<file path="src/rtl/flash_pkg.sv">
`timescale 1ns/1ps
`default_nettype none
// ============================================================================
// Module   : flash_pkg
// Purpose  : Shared types and constants for the parallel NOR flash controller:
//            command op encodings, controller/bus-cycle state enums, the JEDEC
//            unlock address/data constants and a sequence-length helper.
// Ports    : none (package)
// Revision : 1.0 - initial release
// ============================================================================
package flash_pkg;

  // Host command encodings as carried on cmd_op.
  typedef enum logic [1:0] {
    OP_READ   = 2'd0,
    OP_PROG   = 2'd1,
    OP_SERASE = 2'd2,
    OP_CERASE = 2'd3
  } op_e;

  // Controller states.
  typedef enum logic [2:0] {
    RST_WAIT = 3'd0,
    IDLE     = 3'd1,
    SEQ      = 3'd2,
    POLL     = 3'd3,
    DONE     = 3'd4
  } state_e;

  // Phases of a single flash bus cycle.
  typedef enum logic [2:0] {
    PH_IDLE  = 3'd0,
    PH_SETUP = 3'd1,
    PH_PULSE = 3'd2,
    PH_HOLD  = 3'd3,
    PH_GAP   = 3'd4
  } phase_e;

  // Unlock-cycle addresses and command bytes.
  localparam logic [11:0] UNLOCK_ADDR_1    = 12'h555;
  localparam logic [11:0] UNLOCK_ADDR_2    = 12'h2AA;
  localparam logic [7:0]  UNLOCK_DATA_1    = 8'hAA;
  localparam logic [7:0]  UNLOCK_DATA_2    = 8'h55;
  localparam logic [7:0]  CMD_PROGRAM      = 8'hA0;
  localparam logic [7:0]  CMD_ERASE_SETUP  = 8'h80;
  localparam logic [7:0]  CMD_SECTOR_ERASE = 8'h30;
  localparam logic [7:0]  CMD_CHIP_ERASE   = 8'h10;

  // Clocks spent in POLL before ry_by is trusted (device needs time to
  // pull ry_by low after the final command write).
  localparam logic [2:0]  POLL_DELAY       = 3'd4;

  // Number of bus cycles issued for each operation.
  function automatic logic [2:0] seq_len(input op_e op);
    case (op)
      OP_READ: return 3'd1;
      OP_PROG: return 3'd4;
      default: return 3'd6;
    endcase
  endfunction

endpackage
`default_nettype wire

</file>
<file path="src/rtl/flash_if.sv">
`timescale 1ns/1ps
`default_nettype none
// ============================================================================
// Module   : flash_if
// Purpose  : Host-side command/response bundle for flash_ctrl.
// Ports    : cmd_valid/cmd_ready handshake, cmd_op/cmd_addr/cmd_wdata command,
//            rd_valid/rd_data read return, done/err completion.
//            master = host side, slave = controller side.
// Revision : 1.0 - initial release
// ============================================================================
interface flash_if #(
  parameter int ADDR_W = 22,
  parameter int DATA_W = 16
) ();

  logic              cmd_valid;
  logic              cmd_ready;
  logic [1:0]        cmd_op;
  logic [ADDR_W-1:0] cmd_addr;
  logic [DATA_W-1:0] cmd_wdata;
  logic              rd_valid;
  logic [DATA_W-1:0] rd_data;
  logic              done;
  logic              err;

  modport master (
    output cmd_valid, cmd_op, cmd_addr, cmd_wdata,
    input  cmd_ready, rd_valid, rd_data, done, err
  );

  modport slave (
    input  cmd_valid, cmd_op, cmd_addr, cmd_wdata,
    output cmd_ready, rd_valid, rd_data, done, err
  );

endinterface
`default_nettype wire

</file>
<file path="src/rtl/flash_bus_cycle.sv">
`timescale 1ns/1ps
`default_nettype none
// ============================================================================
// Module   : flash_bus_cycle
// Purpose  : Generates one asynchronous flash read or write cycle:
//            SETUP (ce_n low, addr/data stable) -> PULSE (oe_n or we_n low)
//            -> HOLD (strobes high, ce_n low) -> GAP (ce_n high, 1 clock).
// Ports    : clk, rst        - clock, synchronous active-high reset
//            start, rw       - launch request (taken only when idle), 1=write
//            addr, wdata     - cycle address and write data (captured at start)
//            dq_i            - flash read data
//            ce_n/oe_n/we_n  - registered active-low strobes
//            dq_oe, dq_o     - DQ drive enable and write data
//            bus_addr        - flash address
//            rdata           - read data captured on the last PULSE clock
//            busy            - cycle in progress
//            last            - high during the GAP clock (cycle complete)
// Revision : 1.0 - initial release
// ============================================================================
module flash_bus_cycle
  import flash_pkg::*;
#(
  parameter int ADDR_W  = 22,
  parameter int DATA_W  = 16,
  parameter int T_SETUP = 2,
  parameter int T_PULSE = 4,
  parameter int T_HOLD  = 2
) (
  input  logic              clk,
  input  logic              rst,
  input  logic              start,
  input  logic              rw,
  input  logic [ADDR_W-1:0] addr,
  input  logic [DATA_W-1:0] wdata,
  input  logic [DATA_W-1:0] dq_i,
  output logic              ce_n,
  output logic              oe_n,
  output logic              we_n,
  output logic              dq_oe,
  output logic [DATA_W-1:0] dq_o,
  output logic [ADDR_W-1:0] bus_addr,
  output logic [DATA_W-1:0] rdata,
  output logic              busy,
  output logic              last
);

  localparam int T_MAX0 = (T_SETUP > T_PULSE) ? T_SETUP : T_PULSE;
  localparam int T_MAX  = (T_MAX0 > T_HOLD) ? T_MAX0 : T_HOLD;
  localparam int CNT_W  = (T_MAX > 1) ? $clog2(T_MAX) : 1;

  localparam logic [CNT_W-1:0] SETUP_END = CNT_W'(T_SETUP - 1);
  localparam logic [CNT_W-1:0] PULSE_END = CNT_W'(T_PULSE - 1);
  localparam logic [CNT_W-1:0] HOLD_END  = CNT_W'(T_HOLD - 1);

  phase_e           phase;
  logic [CNT_W-1:0] cnt;
  logic             write_cycle;

  always_ff @(posedge clk) begin
    if (rst) begin
      phase       <= PH_IDLE;
      cnt         <= '0;
      write_cycle <= 1'b0;
      ce_n        <= 1'b1;
      oe_n        <= 1'b1;
      we_n        <= 1'b1;
      dq_oe       <= 1'b0;
      dq_o        <= '0;
      bus_addr    <= '0;
      rdata       <= '0;
      last        <= 1'b0;
    end else begin
      last <= 1'b0;
      case (phase)
        PH_IDLE: begin
          if (start) begin
            phase       <= PH_SETUP;
            cnt         <= '0;
            ce_n        <= 1'b0;
            bus_addr    <= addr;
            dq_o        <= wdata;
            dq_oe       <= rw;
            write_cycle <= rw;
          end
        end
        PH_SETUP: begin
          if (cnt == SETUP_END) begin
            phase <= PH_PULSE;
            cnt   <= '0;
            // Exactly one strobe goes low, chosen by cycle direction.
            we_n  <= ~write_cycle;
            oe_n  <= write_cycle;
          end else begin
            cnt <= cnt + 1'b1;
          end
        end
        PH_PULSE: begin
          if (cnt == PULSE_END) begin
            phase <= PH_HOLD;
            cnt   <= '0;
            we_n  <= 1'b1;
            oe_n  <= 1'b1;
            // Data is taken while oe_n is still low on the last pulse clock.
            if (!write_cycle) begin
              rdata <= dq_i;
            end
          end else begin
            cnt <= cnt + 1'b1;
          end
        end
        PH_HOLD: begin
          if (cnt == HOLD_END) begin
            phase <= PH_GAP;
            cnt   <= '0;
            ce_n  <= 1'b1;
            dq_oe <= 1'b0;
            last  <= 1'b1;
          end else begin
            cnt <= cnt + 1'b1;
          end
        end
        PH_GAP: begin
          phase <= PH_IDLE;
        end
        default: begin
          phase <= PH_IDLE;
        end
      endcase
    end
  end

  assign busy = (phase != PH_IDLE);

endmodule
`default_nettype wire

</file>
<file path="src/rtl/flash_ctrl.sv">
`timescale 1ns/1ps
`default_nettype none
// ============================================================================
// Module   : flash_ctrl
// Purpose  : Parallel NOR flash controller. Accepts read / program / sector
//            erase / chip erase commands, issues the unlock write sequences
//            through flash_bus_cycle, polls ry_by with a saturating timeout and
//            drives the flash reset pin after power-up and after a timeout.
// Ports    : CLK50M, RST          - clock, synchronous active-high reset
//            host (flash_if.slave) - command handshake and responses
//            flash_addr, flash_dq_o, flash_dq_oe, flash_dq_i - address/data
//            flash_ce_n, flash_oe_n, flash_we_n, flash_rst_n - strobes
//            flash_ry_by           - device ready(1)/busy(0)
// Revision : 1.0 - initial release
// ============================================================================
module flash_ctrl
  import flash_pkg::*;
#(
  parameter int ADDR_W  = 22,
  parameter int DATA_W  = 16,
  parameter int T_SETUP = 2,
  parameter int T_PULSE = 4,
  parameter int T_HOLD  = 2,
  parameter int T_RST   = 100,
  parameter int TMO_W   = 24
) (
  input  logic              CLK50M,
  input  logic              RST,
  flash_if.slave            host,
  output logic [ADDR_W-1:0] flash_addr,
  output logic [DATA_W-1:0] flash_dq_o,
  output logic              flash_dq_oe,
  input  logic [DATA_W-1:0] flash_dq_i,
  input  logic              flash_ry_by,
  output logic              flash_ce_n,
  output logic              flash_oe_n,
  output logic              flash_we_n,
  output logic              flash_rst_n
);

  localparam int RST_CNT_W = (T_RST > 1) ? $clog2(T_RST) : 1;
  localparam logic [RST_CNT_W-1:0] RST_END = RST_CNT_W'(T_RST - 1);

  state_e               state;
  logic [RST_CNT_W-1:0] rst_cnt;
  logic [2:0]           step;
  logic [2:0]           poll_cnt;
  logic [TMO_W-1:0]     tmo_cnt;
  op_e                  op_lat;
  logic [ADDR_W-1:0]    addr_lat;
  logic [DATA_W-1:0]    wdata_lat;
  logic                 pending;

  logic                 cmd_ready_reg;
  logic                 rd_valid_reg;
  logic [DATA_W-1:0]    rd_data_reg;
  logic                 done_reg;
  logic                 err_reg;

  logic                 bus_start;
  logic                 bus_busy;
  logic                 bus_last;
  logic [DATA_W-1:0]    bus_rdata;
  logic [ADDR_W-1:0]    seq_addr;
  logic [DATA_W-1:0]    seq_data;
  logic                 seq_rw;

  // Address/data/direction for the current step of the latched command.
  always_comb begin
    seq_addr = addr_lat;
    seq_data = wdata_lat;
    seq_rw   = 1'b1;
    case (op_lat)
      OP_READ: begin
        seq_rw = 1'b0;
      end
      OP_PROG: begin
        case (step)
          3'd0:    begin seq_addr = ADDR_W'(UNLOCK_ADDR_1); seq_data = DATA_W'(UNLOCK_DATA_1); end
          3'd1:    begin seq_addr = ADDR_W'(UNLOCK_ADDR_2); seq_data = DATA_W'(UNLOCK_DATA_2); end
          3'd2:    begin seq_addr = ADDR_W'(UNLOCK_ADDR_1); seq_data = DATA_W'(CMD_PROGRAM);   end
          default: begin seq_addr = addr_lat;               seq_data = wdata_lat;              end
        endcase
      end
      default: begin
        case (step)
          3'd0:    begin seq_addr = ADDR_W'(UNLOCK_ADDR_1); seq_data = DATA_W'(UNLOCK_DATA_1);   end
          3'd1:    begin seq_addr = ADDR_W'(UNLOCK_ADDR_2); seq_data = DATA_W'(UNLOCK_DATA_2);   end
          3'd2:    begin seq_addr = ADDR_W'(UNLOCK_ADDR_1); seq_data = DATA_W'(CMD_ERASE_SETUP); end
          3'd3:    begin seq_addr = ADDR_W'(UNLOCK_ADDR_1); seq_data = DATA_W'(UNLOCK_DATA_1);   end
          3'd4:    begin seq_addr = ADDR_W'(UNLOCK_ADDR_2); seq_data = DATA_W'(UNLOCK_DATA_2);   end
          default: begin
            if (op_lat == OP_CERASE) begin
              seq_addr = ADDR_W'(UNLOCK_ADDR_1);
              seq_data = DATA_W'(CMD_CHIP_ERASE);
            end else begin
              seq_addr = addr_lat;
              seq_data = DATA_W'(CMD_SECTOR_ERASE);
            end
          end
        endcase
      end
    endcase
  end

  // A pending step launches as soon as the bus engine is idle.
  assign bus_start = pending && !bus_busy;

  always_ff @(posedge CLK50M) begin
    if (RST) begin
      state         <= RST_WAIT;
      rst_cnt       <= '0;
      step          <= '0;
      poll_cnt      <= '0;
      tmo_cnt       <= '0;
      op_lat        <= OP_READ;
      addr_lat      <= '0;
      wdata_lat     <= '0;
      pending       <= 1'b0;
      flash_rst_n   <= 1'b0;
      cmd_ready_reg <= 1'b0;
      rd_valid_reg  <= 1'b0;
      rd_data_reg   <= '0;
      done_reg      <= 1'b0;
      err_reg       <= 1'b0;
    end else begin
      rd_valid_reg <= 1'b0;
      done_reg     <= 1'b0;
      if (bus_start) begin
        pending <= 1'b0;
      end
      case (state)
        RST_WAIT: begin
          if (rst_cnt == RST_END) begin
            rst_cnt       <= '0;
            flash_rst_n   <= 1'b1;
            cmd_ready_reg <= 1'b1;
            state         <= IDLE;
          end else begin
            rst_cnt <= rst_cnt + 1'b1;
          end
        end
        IDLE: begin
          if (host.cmd_valid && cmd_ready_reg) begin
            op_lat        <= op_e'(host.cmd_op);
            addr_lat      <= host.cmd_addr;
            wdata_lat     <= host.cmd_wdata;
            step          <= '0;
            pending       <= 1'b1;
            cmd_ready_reg <= 1'b0;
            state         <= SEQ;
          end
        end
        SEQ: begin
          if (bus_last) begin
            if (step == seq_len(op_lat) - 3'd1) begin
              if (op_lat == OP_READ) begin
                rd_valid_reg <= 1'b1;
                rd_data_reg  <= bus_rdata;
                done_reg     <= 1'b1;
                err_reg      <= 1'b0;
                state        <= DONE;
              end else begin
                poll_cnt <= '0;
                tmo_cnt  <= '0;
                state    <= POLL;
              end
            end else begin
              step    <= step + 3'd1;
              pending <= 1'b1;
            end
          end
        end
        POLL: begin
          if ((poll_cnt == POLL_DELAY) && flash_ry_by) begin
            done_reg <= 1'b1;
            err_reg  <= 1'b0;
            state    <= DONE;
          end else if (&tmo_cnt) begin
            done_reg <= 1'b1;
            err_reg  <= 1'b1;
            state    <= DONE;
          end else begin
            tmo_cnt <= tmo_cnt + 1'b1;
            if (poll_cnt != POLL_DELAY) begin
              poll_cnt <= poll_cnt + 3'd1;
            end
          end
        end
        DONE: begin
          err_reg <= 1'b0;
          // A timed-out device is reset before new commands are accepted.
          if (err_reg) begin
            flash_rst_n <= 1'b0;
            rst_cnt     <= '0;
            state       <= RST_WAIT;
          end else begin
            cmd_ready_reg <= 1'b1;
            state         <= IDLE;
          end
        end
        default: begin
          state <= RST_WAIT;
        end
      endcase
    end
  end

  assign host.cmd_ready = cmd_ready_reg;
  assign host.rd_valid  = rd_valid_reg;
  assign host.rd_data   = rd_data_reg;
  assign host.done      = done_reg;
  assign host.err       = err_reg;

  flash_bus_cycle #(
    .ADDR_W  (ADDR_W),
    .DATA_W  (DATA_W),
    .T_SETUP (T_SETUP),
    .T_PULSE (T_PULSE),
    .T_HOLD  (T_HOLD)
  ) u_bus_cycle (
    .clk      (CLK50M),
    .rst      (RST),
    .start    (bus_start),
    .rw       (seq_rw),
    .addr     (seq_addr),
    .wdata    (seq_data),
    .dq_i     (flash_dq_i),
    .ce_n     (flash_ce_n),
    .oe_n     (flash_oe_n),
    .we_n     (flash_we_n),
    .dq_oe    (flash_dq_oe),
    .dq_o     (flash_dq_o),
    .bus_addr (flash_addr),
    .rdata    (bus_rdata),
    .busy     (bus_busy),
    .last     (bus_last)
  );

endmodule
`default_nettype wire

</file>
<file path="src/flat_wrapper.sv">
// flat-port wrapper written by rule: the top's interface ports become plain ports
module flash_ctrl_flat import flash_pkg::*;
#(
  parameter int ADDR_W  = 22,
  parameter int DATA_W  = 16,
  parameter int T_SETUP = 2,
  parameter int T_PULSE = 4,
  parameter int T_HOLD  = 2,
  parameter int T_RST   = 100,
  parameter int TMO_W   = 24
)
  (CLK50M, RST, flash_addr, flash_dq_o, flash_dq_oe, flash_dq_i, flash_ry_by, flash_ce_n, flash_oe_n, flash_we_n, flash_rst_n, host_cmd_valid, host_cmd_op, host_cmd_addr, host_cmd_wdata, host_cmd_ready, host_rd_valid, host_rd_data, host_done, host_err);
  flash_if #(.ADDR_W(ADDR_W), .DATA_W(DATA_W)) host_i ();
  input  logic CLK50M;
  input  logic RST;
  output logic [ADDR_W-1:0] flash_addr;
  output logic [DATA_W-1:0] flash_dq_o;
  output logic flash_dq_oe;
  input  logic [DATA_W-1:0] flash_dq_i;
  input  logic flash_ry_by;
  output logic flash_ce_n;
  output logic flash_oe_n;
  output logic flash_we_n;
  output logic flash_rst_n;
  input wire logic [$bits(host_i.cmd_valid)-1:0] host_cmd_valid;
  input wire logic [$bits(host_i.cmd_op)-1:0] host_cmd_op;
  input wire logic [$bits(host_i.cmd_addr)-1:0] host_cmd_addr;
  input wire logic [$bits(host_i.cmd_wdata)-1:0] host_cmd_wdata;
  output wire logic [$bits(host_i.cmd_ready)-1:0] host_cmd_ready;
  output wire logic [$bits(host_i.rd_valid)-1:0] host_rd_valid;
  output wire logic [$bits(host_i.rd_data)-1:0] host_rd_data;
  output wire logic [$bits(host_i.done)-1:0] host_done;
  output wire logic [$bits(host_i.err)-1:0] host_err;
  assign host_i.cmd_valid = host_cmd_valid;
  assign host_i.cmd_op = host_cmd_op;
  assign host_i.cmd_addr = host_cmd_addr;
  assign host_i.cmd_wdata = host_cmd_wdata;
  assign host_cmd_ready = host_i.cmd_ready;
  assign host_rd_valid = host_i.rd_valid;
  assign host_rd_data = host_i.rd_data;
  assign host_done = host_i.done;
  assign host_err = host_i.err;
  flash_ctrl #(.ADDR_W(ADDR_W), .DATA_W(DATA_W), .T_SETUP(T_SETUP), .T_PULSE(T_PULSE), .T_HOLD(T_HOLD), .T_RST(T_RST), .TMO_W(TMO_W)) u_core (.CLK50M(CLK50M), .RST(RST), .host(host_i), .flash_addr(flash_addr), .flash_dq_o(flash_dq_o), .flash_dq_oe(flash_dq_oe), .flash_dq_i(flash_dq_i), .flash_ry_by(flash_ry_by), .flash_ce_n(flash_ce_n), .flash_oe_n(flash_oe_n), .flash_we_n(flash_we_n), .flash_rst_n(flash_rst_n));
endmodule
</file>
<file path="config.mk">
export PLATFORM = sky130hd
export DESIGN_NAME = flash_ctrl_flat
export DESIGN_NICKNAME = d
export VERILOG_FILES = /design/src/rtl/flash_pkg.sv /design/src/rtl/flash_if.sv /design/src/rtl/flash_bus_cycle.sv /design/src/rtl/flash_ctrl.sv /design/src/flat_wrapper.sv
export SDC_FILE = /design/constraint.sdc
export NUM_CORES = 1
export LEC_CHECK = 0
export CAP_MARGIN = 20
export CELL_PAD_IN_SITES_DETAIL_PLACEMENT = 0
export CELL_PAD_IN_SITES_GLOBAL_PLACEMENT = 1
export CORE_UTILIZATION = 40
export CTS_CLUSTER_DIAMETER = 120
export DETAILED_ROUTE_END_ITERATION = 8
export GPL_TIMING_DRIVEN = 0
export PLACE_DENSITY = 0.87
export SLEW_MARGIN = 0
export SYNTH_ARGS = -nofsm -noshare
export SYNTH_HDL_FRONTEND = slang
export SYNTH_HIERARCHICAL = 1
export SYNTH_SLANG_ARGS = --single-unit
export TNS_END_PERCENT = 10
</file>
<file path="constraint.sdc">
create_clock -name CLK50M -period 3.6 [get_ports CLK50M]
set_clock_uncertainty 0.2 [all_clocks]
set_input_delay 1.08 -clock CLK50M [delete_from_list [all_inputs] [get_ports CLK50M]]
set_output_delay 1.08 -clock CLK50M [all_outputs]
set_load 0.02 [all_outputs]
</file>
==> run metrics, run 1 <==
# setup viols final=0; antenna violations before repair=0; DPL Wire Length=14,900 microns; Startpoint Class=flop; CP required=3.72 ns; Mapped Nets=1,039; Fin Setup TNS=0 ns; post-synth top area share=43.2%; CP arrival=3.25 ns; most common cell in the netlist=nand2_1; Yosys reg bits=167; Setup crit start=u_core/op_lat[1]; CP Max Fanout=10; internal power=0.00292 W; antenna cell count=0; top cells by count, synth=200 x nand2_1, 167 x dfxtp_1, 121 x a21oi_1; Initial Util=41.1%; drt via density=5.11; Total Wirelength=20,500 microns; die span in y=141 microns; CTS tree=yes; power share of the sequential group=48.1%; reg2reg start=u_core/op_lat[1]; synth warn=6; Power Density=391 mW/mm^2; CTS Buffer Depth=2; Remaining DRCs=0; P_leak=3.41 nW; CTS Hold Bufs=0; relative slew slack=42.7%; nets=1,179; wire length per cell=14.9 microns; Reg with most FFs=u_core/tmo_cnt; Die Area=0.0199 sq mm; Post-CTS Resized=0; RSZ-0062 raised after global routing=no; top_reg_cell synth=dfxtp_1; Mapped Cells=966; Num CTS Buffers=17; TritonCTS Sinks=167; syn avg cell area=8.01 sq um; die width=141 microns; Comb pwr share=3.8%; flip-flop and latch area=0.00334 sq mm; maximum vdd drop=0.317 mV; Max-cap violations=0; # fillers=1,878; multi-input logic area=0.00402 sq mm; fraction of registers with async set/reset=0%; min cycle time layout=3.13 ns; GRT Total Usage=21.2%; Largest register FFs=24; Sw Share=24.2%; row cnt=50; Root Buffer=clkbuf_16; remaining global-route overflow=0; H-tree lvl count=4; Core Area=0.0188 sq mm; Post-synth EDFFs=0; Distinct cells, synth=71; CTS clk-pin slew, worst paths=0.07 ns; Skew-Pair Late Insertion Delay=0.43 ns; sequential area share after synthesis=43.2%; fmax=320 MHz; Slew Limit Fails=0; GPL Wtd Cong=0.883; Area contributors post-synth=dfxtp_1 43%, nand2_1 9.7%, a21oi_1 7.8%, mux2i_1 4.8%, o21ai_0 3.4%; Layout area overhead=27.6%; Vias=7,052; period utilization=86.8%; clock power share=48.1%; HP Class=flop to flop; biggest regs=u_core/tmo_cnt (24), u_core/addr_lat (22), u_core/u_bus_cycle/bus_addr (22); critical path endpoint category=flop; worst slew pin tran=0.851 ns; DR iter-0 viols=439; via count of the first global-routing pass=6,502; synthesized area=0.00774 sq mm; first-pass GRT wire length=33,300 microns; status=finished clean; IO Pins=123; Worst Setup Path Type=flop to flop; P_sw=0.000933 W; Port Buffers=121; min-delay src=u_core/wdata_lat[12]; cell taking the most area after synthesis=dfxtp_1; largest net degree at the start of global routing=19; Post-CTS Setup Bufs=0; share of cells above drive strength 1=6.34%; Final Hold Fails=0; DRT antenna net count=0; DRT Pass-1 Iters=5; fin util=52.4%
==> logic make-up after synthesis <==
kind of cell | count (synthesis) | share of synthesized area (%)
xor+xnor | 2 | 0.226
mux | 40 | 5.22
compound gates | 235 | 18.3
buf+inv | 87 | 4.88
flops | 167 | 43.2
simple gates | 422 | 26.1
fa+ha+maj | 13 | 2.10
==> power by group through the flow <==
| stage | Sequential, W | Clock (W) | Combinational [W] |
|---|---|---|---|
| final | 0.00185 | 0.00185 | 0.000148 |
| after global routing | 0.00185 | 0.00198 | 0.000158 |
| after CTS | 0.00185 | 0.00189 | 0.000149 |
| after detailed placement | 0.00190 | 0 | 0.000148 |
| after global placement | 0.00190 | 0 | 0.000149 |
| after floorplan | 0.00190 | 0 | 0.0000514 |
==> metrics by stage <==
stage | cells | worst slack (ns) | instance area [sq um] | hold slack (ns) | total power (W)
final | 1379 | 0.475 | 9870 | 0.250 | 0.00386
after global routing | 1379 | 0.218 | 9870 | 0.271 | 0.00399
after CTS | 1379 | 0.464 | 9870 | 0.253 | 0.00390
after detailed placement | 1347 | 0.327 | 9280 | 0.243 | 0.00205
after global placement | 1347 | 0.337 | 9280 | 0.238 | 0.00205
after floorplan | 966 | 0.942 | 7740 | 0.232 | 0.00195
==> area by class of cell <==
cell class                      instances  area share (%)
Clock buffer                           17            4.31
Buffer                                 64            2.95
Tap cell                              260            3.29
Clock inverter                         15            1.74
Timing Repair Buffer                  121            12.3
Multi-Input combinational cell        712            40.7
Inverter                               23           0.874
Sequential cell                       167            33.9
==> path summary, 6_finish.rpt <==
check	to	slack (ns)	cells past startpoint
max	u_core/tmo_cnt[14]	0.47	10
min	u_core/wdata_lat[12]	0.25	2
max reg2reg	u_core/tmo_cnt[14]	0.47	10
min reg2reg	u_core/wdata_lat[12]	0.25	2
==> routing by layer <==
layer,GRT usage [%],share of wire (%),vias to the layer above
met4,6.92,1.5,0
met5,0,0,-
met2,34.7,47,142
met3,3.40,3.4,20
li1,-,-,3601
met1,28.4,48,3289
==> critical path: stages, from the launching register on <==
cell and delay (ns):
dfxtp_1 0.34, clkbuf_1 0.34, nor2_1 0.17, inv_1 0.25, ha_1 0.29, xnor2_1 0.20
a311oi_4 0.40, and2_1 0.17, buf_2 0.21, o21ai_0 0.18, o221a_2 0.27
==> cell usage in the layout (no fill, tap or decap), drive strengths merged, types with 14 or more instances in the layout <==
master         netlist  layout
nand2b              40      40
clkbuf              42      59
buf                 22      22
clkdlybuf4s50        0     121
nor2b               23      23
nor3                17      17
nand3               14      14
dfxtp              167     167
a21oi              121     121
and3                14      14
nor2                63      63
o21ai               54      54
nand2              202     202
inv                 23      33
mux2i               37      37
Note: power is estimated with default switching activity, not from simulation.
==> inputs of run 2 (changes only) <==
--- a/config.mk
+++ b/config.mk
@@ -8,11 +8,11 @@
 export CAP_MARGIN = 20
 export CELL_PAD_IN_SITES_DETAIL_PLACEMENT = 0
 export CELL_PAD_IN_SITES_GLOBAL_PLACEMENT = 1
+export CORE_MARGIN = 5
 export CORE_UTILIZATION = 40
-export CTS_CLUSTER_DIAMETER = 120
 export DETAILED_ROUTE_END_ITERATION = 8
 export GPL_TIMING_DRIVEN = 0
-export PLACE_DENSITY = 0.87
+export PLACE_DENSITY_LB_ADDON = 0.1
 export SLEW_MARGIN = 0
 export SYNTH_ARGS = -nofsm -noshare
 export SYNTH_HDL_FRONTEND = slang
==> run metrics, run 2 (synthesized netlist as in run 1, its figures left out) <==
antenna cell count=0 (unchanged); Post-CTS Resized=0 (unchanged); Die Area=0.0222 sq mm (+12%); hold path endpoint=u_core/wdata_lat[12]; largest net degree at the start of global routing=17 (-2); Top Family by Delay on Critical Path=compound AO/OA/AOI/OAI gates; TritonCTS Sinks=167 (unchanged); row cnt=50 (unchanged); GPL Wtd Cong=0.856 (-3.0%); via count of the first global-routing pass=6,707 (+3.2%); # setup viols final=0 (unchanged); Skew-Pair Late Insertion Delay=0.43 ns (about the same); wire length per cell=15.6 microns (+4.8%); Fin Setup TNS=0 ns (unchanged); drt via density=5.08 (-0.68%); DPL Wire Length=15,500 microns (+3.8%); multi-input logic area=0.00402 sq mm (unchanged); pre-CTS setup slack=0.166 ns (-0.161 ns); worst slew pin tran=0.856 ns (+0.00511 ns); DRT antenna net count=0 (unchanged); CP arrival=3.41 ns (+0.16 ns); DR iter-0 viols=422 (-3.9%); Post-CTS Setup Bufs=0 (unchanged); FF-to-FF End=u_core/tmo_cnt[23]; IO Pins=123 (unchanged); CP required=3.75 ns (+0.03 ns); remaining global-route overflow=0 (unchanged); Reg with most FFs=u_core/tmo_cnt; r2r worst-path depth=9 (-1); R2R Setup Slk=0.34 ns (-0.13 ns); Startpoint Class=flop; CTS Buffer Depth=2 (unchanged); internal power=0.00304 W (+4.1%); Layout area overhead=27.8%; DRT Pass-1 Iters=5 (unchanged); Final Hold Fails=0 (unchanged); slowest stage delay, CP=0.44 ns (+0.04 ns); Worst Setup Path Type=flop to flop; Max-cap violations=0 (unchanged); Vias=7,004 (-0.68%); reg2reg start=u_core/op_lat[1]; Comb pwr share=3.7% (about the same); nets=1,179 (unchanged); period utilization=90.5% (+3.7 points); CTS Hold Bufs=0 (unchanged); biggest regs=u_core/tmo_cnt (24), u_core/addr_lat (22), u_core/u_bus_cycle/bus_addr (22); Slew Limit Fails=0 (unchanged); hold depth=2 (unchanged); most frequent cells in the layout=200 x nand2_1, 167 x dfxtp_1, 121 x clkdlybuf4s50_1, 121 x a21oi_1, 63 x nor2_1; RSZ-0062 raised after global routing=no; Sw Share=22.7% (-1.5 points); relative slew slack=42.4% (-0.34 points); fin util=52.4% (-0.081 points); antenna violations before repair=0 (unchanged); H-tree lvl count=4 (unchanged); critical path endpoint category=flop; CTS clk-pin slew, worst paths=0.07 ns (about the same); share of cells above drive strength 1=6.26% (-0.089 points); die width=149 microns (+5.7%); Root Buffer=clkbuf_16; Largest register FFs=24 (unchanged); GRT Total Usage=19.3% (-1.9 points); CP bufs+invs=2 (-1); status=finished clean; Total Wirelength=21,500 microns (+4.8%); clock power share=49.1% (+1.0 points); Initial Util=41.0% (-0.14 points); P_leak=3.42 nW (+0.28%); slowest cell on the critical path=a311oi_4; fmax=307 MHz (-4.1%); power share of the sequential group=47.1% (-1.0 points); # fillers=1,929 (+2.7%); maximum vdd drop=0.313 mV (-1.2%); Port Buffers=121 (unchanged); min cycle time layout=3.26 ns (+0.133 ns); HP Class=flop to flop; Remaining DRCs=0 (unchanged); Num CTS Buffers=17 (unchanged); flip-flop and latch area=0.00334 sq mm (unchanged); CP Cell Sequence=clkbuf_1 > nor2_1 > inv_1 > ha_1 > xnor2_1 > a311oi_4 > nand2_2 > a211oi_1 > mux2i_1; Power Density=398 mW/mm^2 (+1.9%); most common cell after layout, fill and taps aside=nand2_1; Core Area=0.0189 sq mm (+0.33%); CP Max Fanout=10 (unchanged); CTS tree=yes; Hold Slack=0.252 ns (+0.00144 ns); die span in y=149 microns (+5.7%); min-delay src=u_core/wdata_lat[12]; P_sw=0.000893 W (-4.3%); first-pass GRT wire length=34,800 microns (+4.6%); final worst setup slack=0.341 ns (-0.133 ns)
-- run 2: power by group through the flow --
stage | clock, W | combinational [W] | sequential [W]
2_1_floorplan | 0 | 0.0000514 | 0.00190
3_3_place_gp | 0 | 0.000149 | 0.00190
3_5_place_dp | 0 | 0.000149 | 0.00190
4_1_cts | 0.00198 | 0.000150 | 0.00185
5_1_grt | 0.00206 | 0.000160 | 0.00185
6_report | 0.00193 | 0.000147 | 0.00185
-- run 2: worst max path at each step --
stage                     slack, ns  depth (start not counted)                endpoint              from
after floorplan                0.94                          9          u_core/step[0]  u_core/op_lat[1]
after global placement         0.17                          6      u_core/tmo_cnt[23]       flash_ry_by
after detailed placement       0.17                          6      u_core/tmo_cnt[23]       flash_ry_by
after CTS                      0.37                         10  u_core/host.rd_data[9]  u_core/op_lat[1]
after global routing           0.12                          9      u_core/tmo_cnt[23]  u_core/op_lat[1]
final                          0.34                          9      u_core/tmo_cnt[23]  u_core/op_lat[1]
-- run 2: through the flow --
stage,total power (W),std cells,cell area (sq um)
after floorplan,0.00195,966,7740
after global placement,0.00205,1347,9280
after detailed placement,0.00205,1347,9280
after CTS,0.00398,1379,9890
after global routing,0.00408,1379,9890
final,0.00394,1379,9890
-- run 2: tightest hold or removal path, delay by kind of cell (launching register included) --
family	cells	cell delay [ns]
flops	1	0.31
compound gates	1	0.05
simple gates	1	0.05
-- run 2: cell type report --
| class | instances | share of cell area, % |
|---|---|---|
| inverters | 23 | 0.873 |
| plain buffers | 64 | 2.95 |
| multi-input cells | 712 | 40.6 |
| clock buffers | 18 | 4.34 |
| repair buffers | 121 | 12.2 |
| clock inverters | 14 | 1.87 |
| well taps | 260 | 3.29 |
| flip-flops and latches | 167 | 33.8 |
-- run 2: layer usage --
metal | vias to the layer above | routed length [microns] | track usage (%)
met5 | - | 0 | 0
met4 | 0 | 299 | 4.90
met3 | 19 | 964 | 4.13
met2 | 136 | 9970 | 31.4
met1 | 3243 | 10300 | 26.3
li1 | 3606 | - | -
==> inputs of run 3 (changes only) <==
==> constraint.sdc (replaced) <==
create_clock -name CLK50M -period 3.6 [get_ports CLK50M]
set_clock_uncertainty 0.2 [all_clocks]
set_input_delay 1.08 -clock CLK50M [delete_from_list [all_inputs] [get_ports CLK50M]]
set_output_delay 1.08 -clock CLK50M [all_outputs]
set_load 0.01 [all_outputs]
==> results of run 3 <==
The final DEF is identical to that of run 2. Status: finished clean.
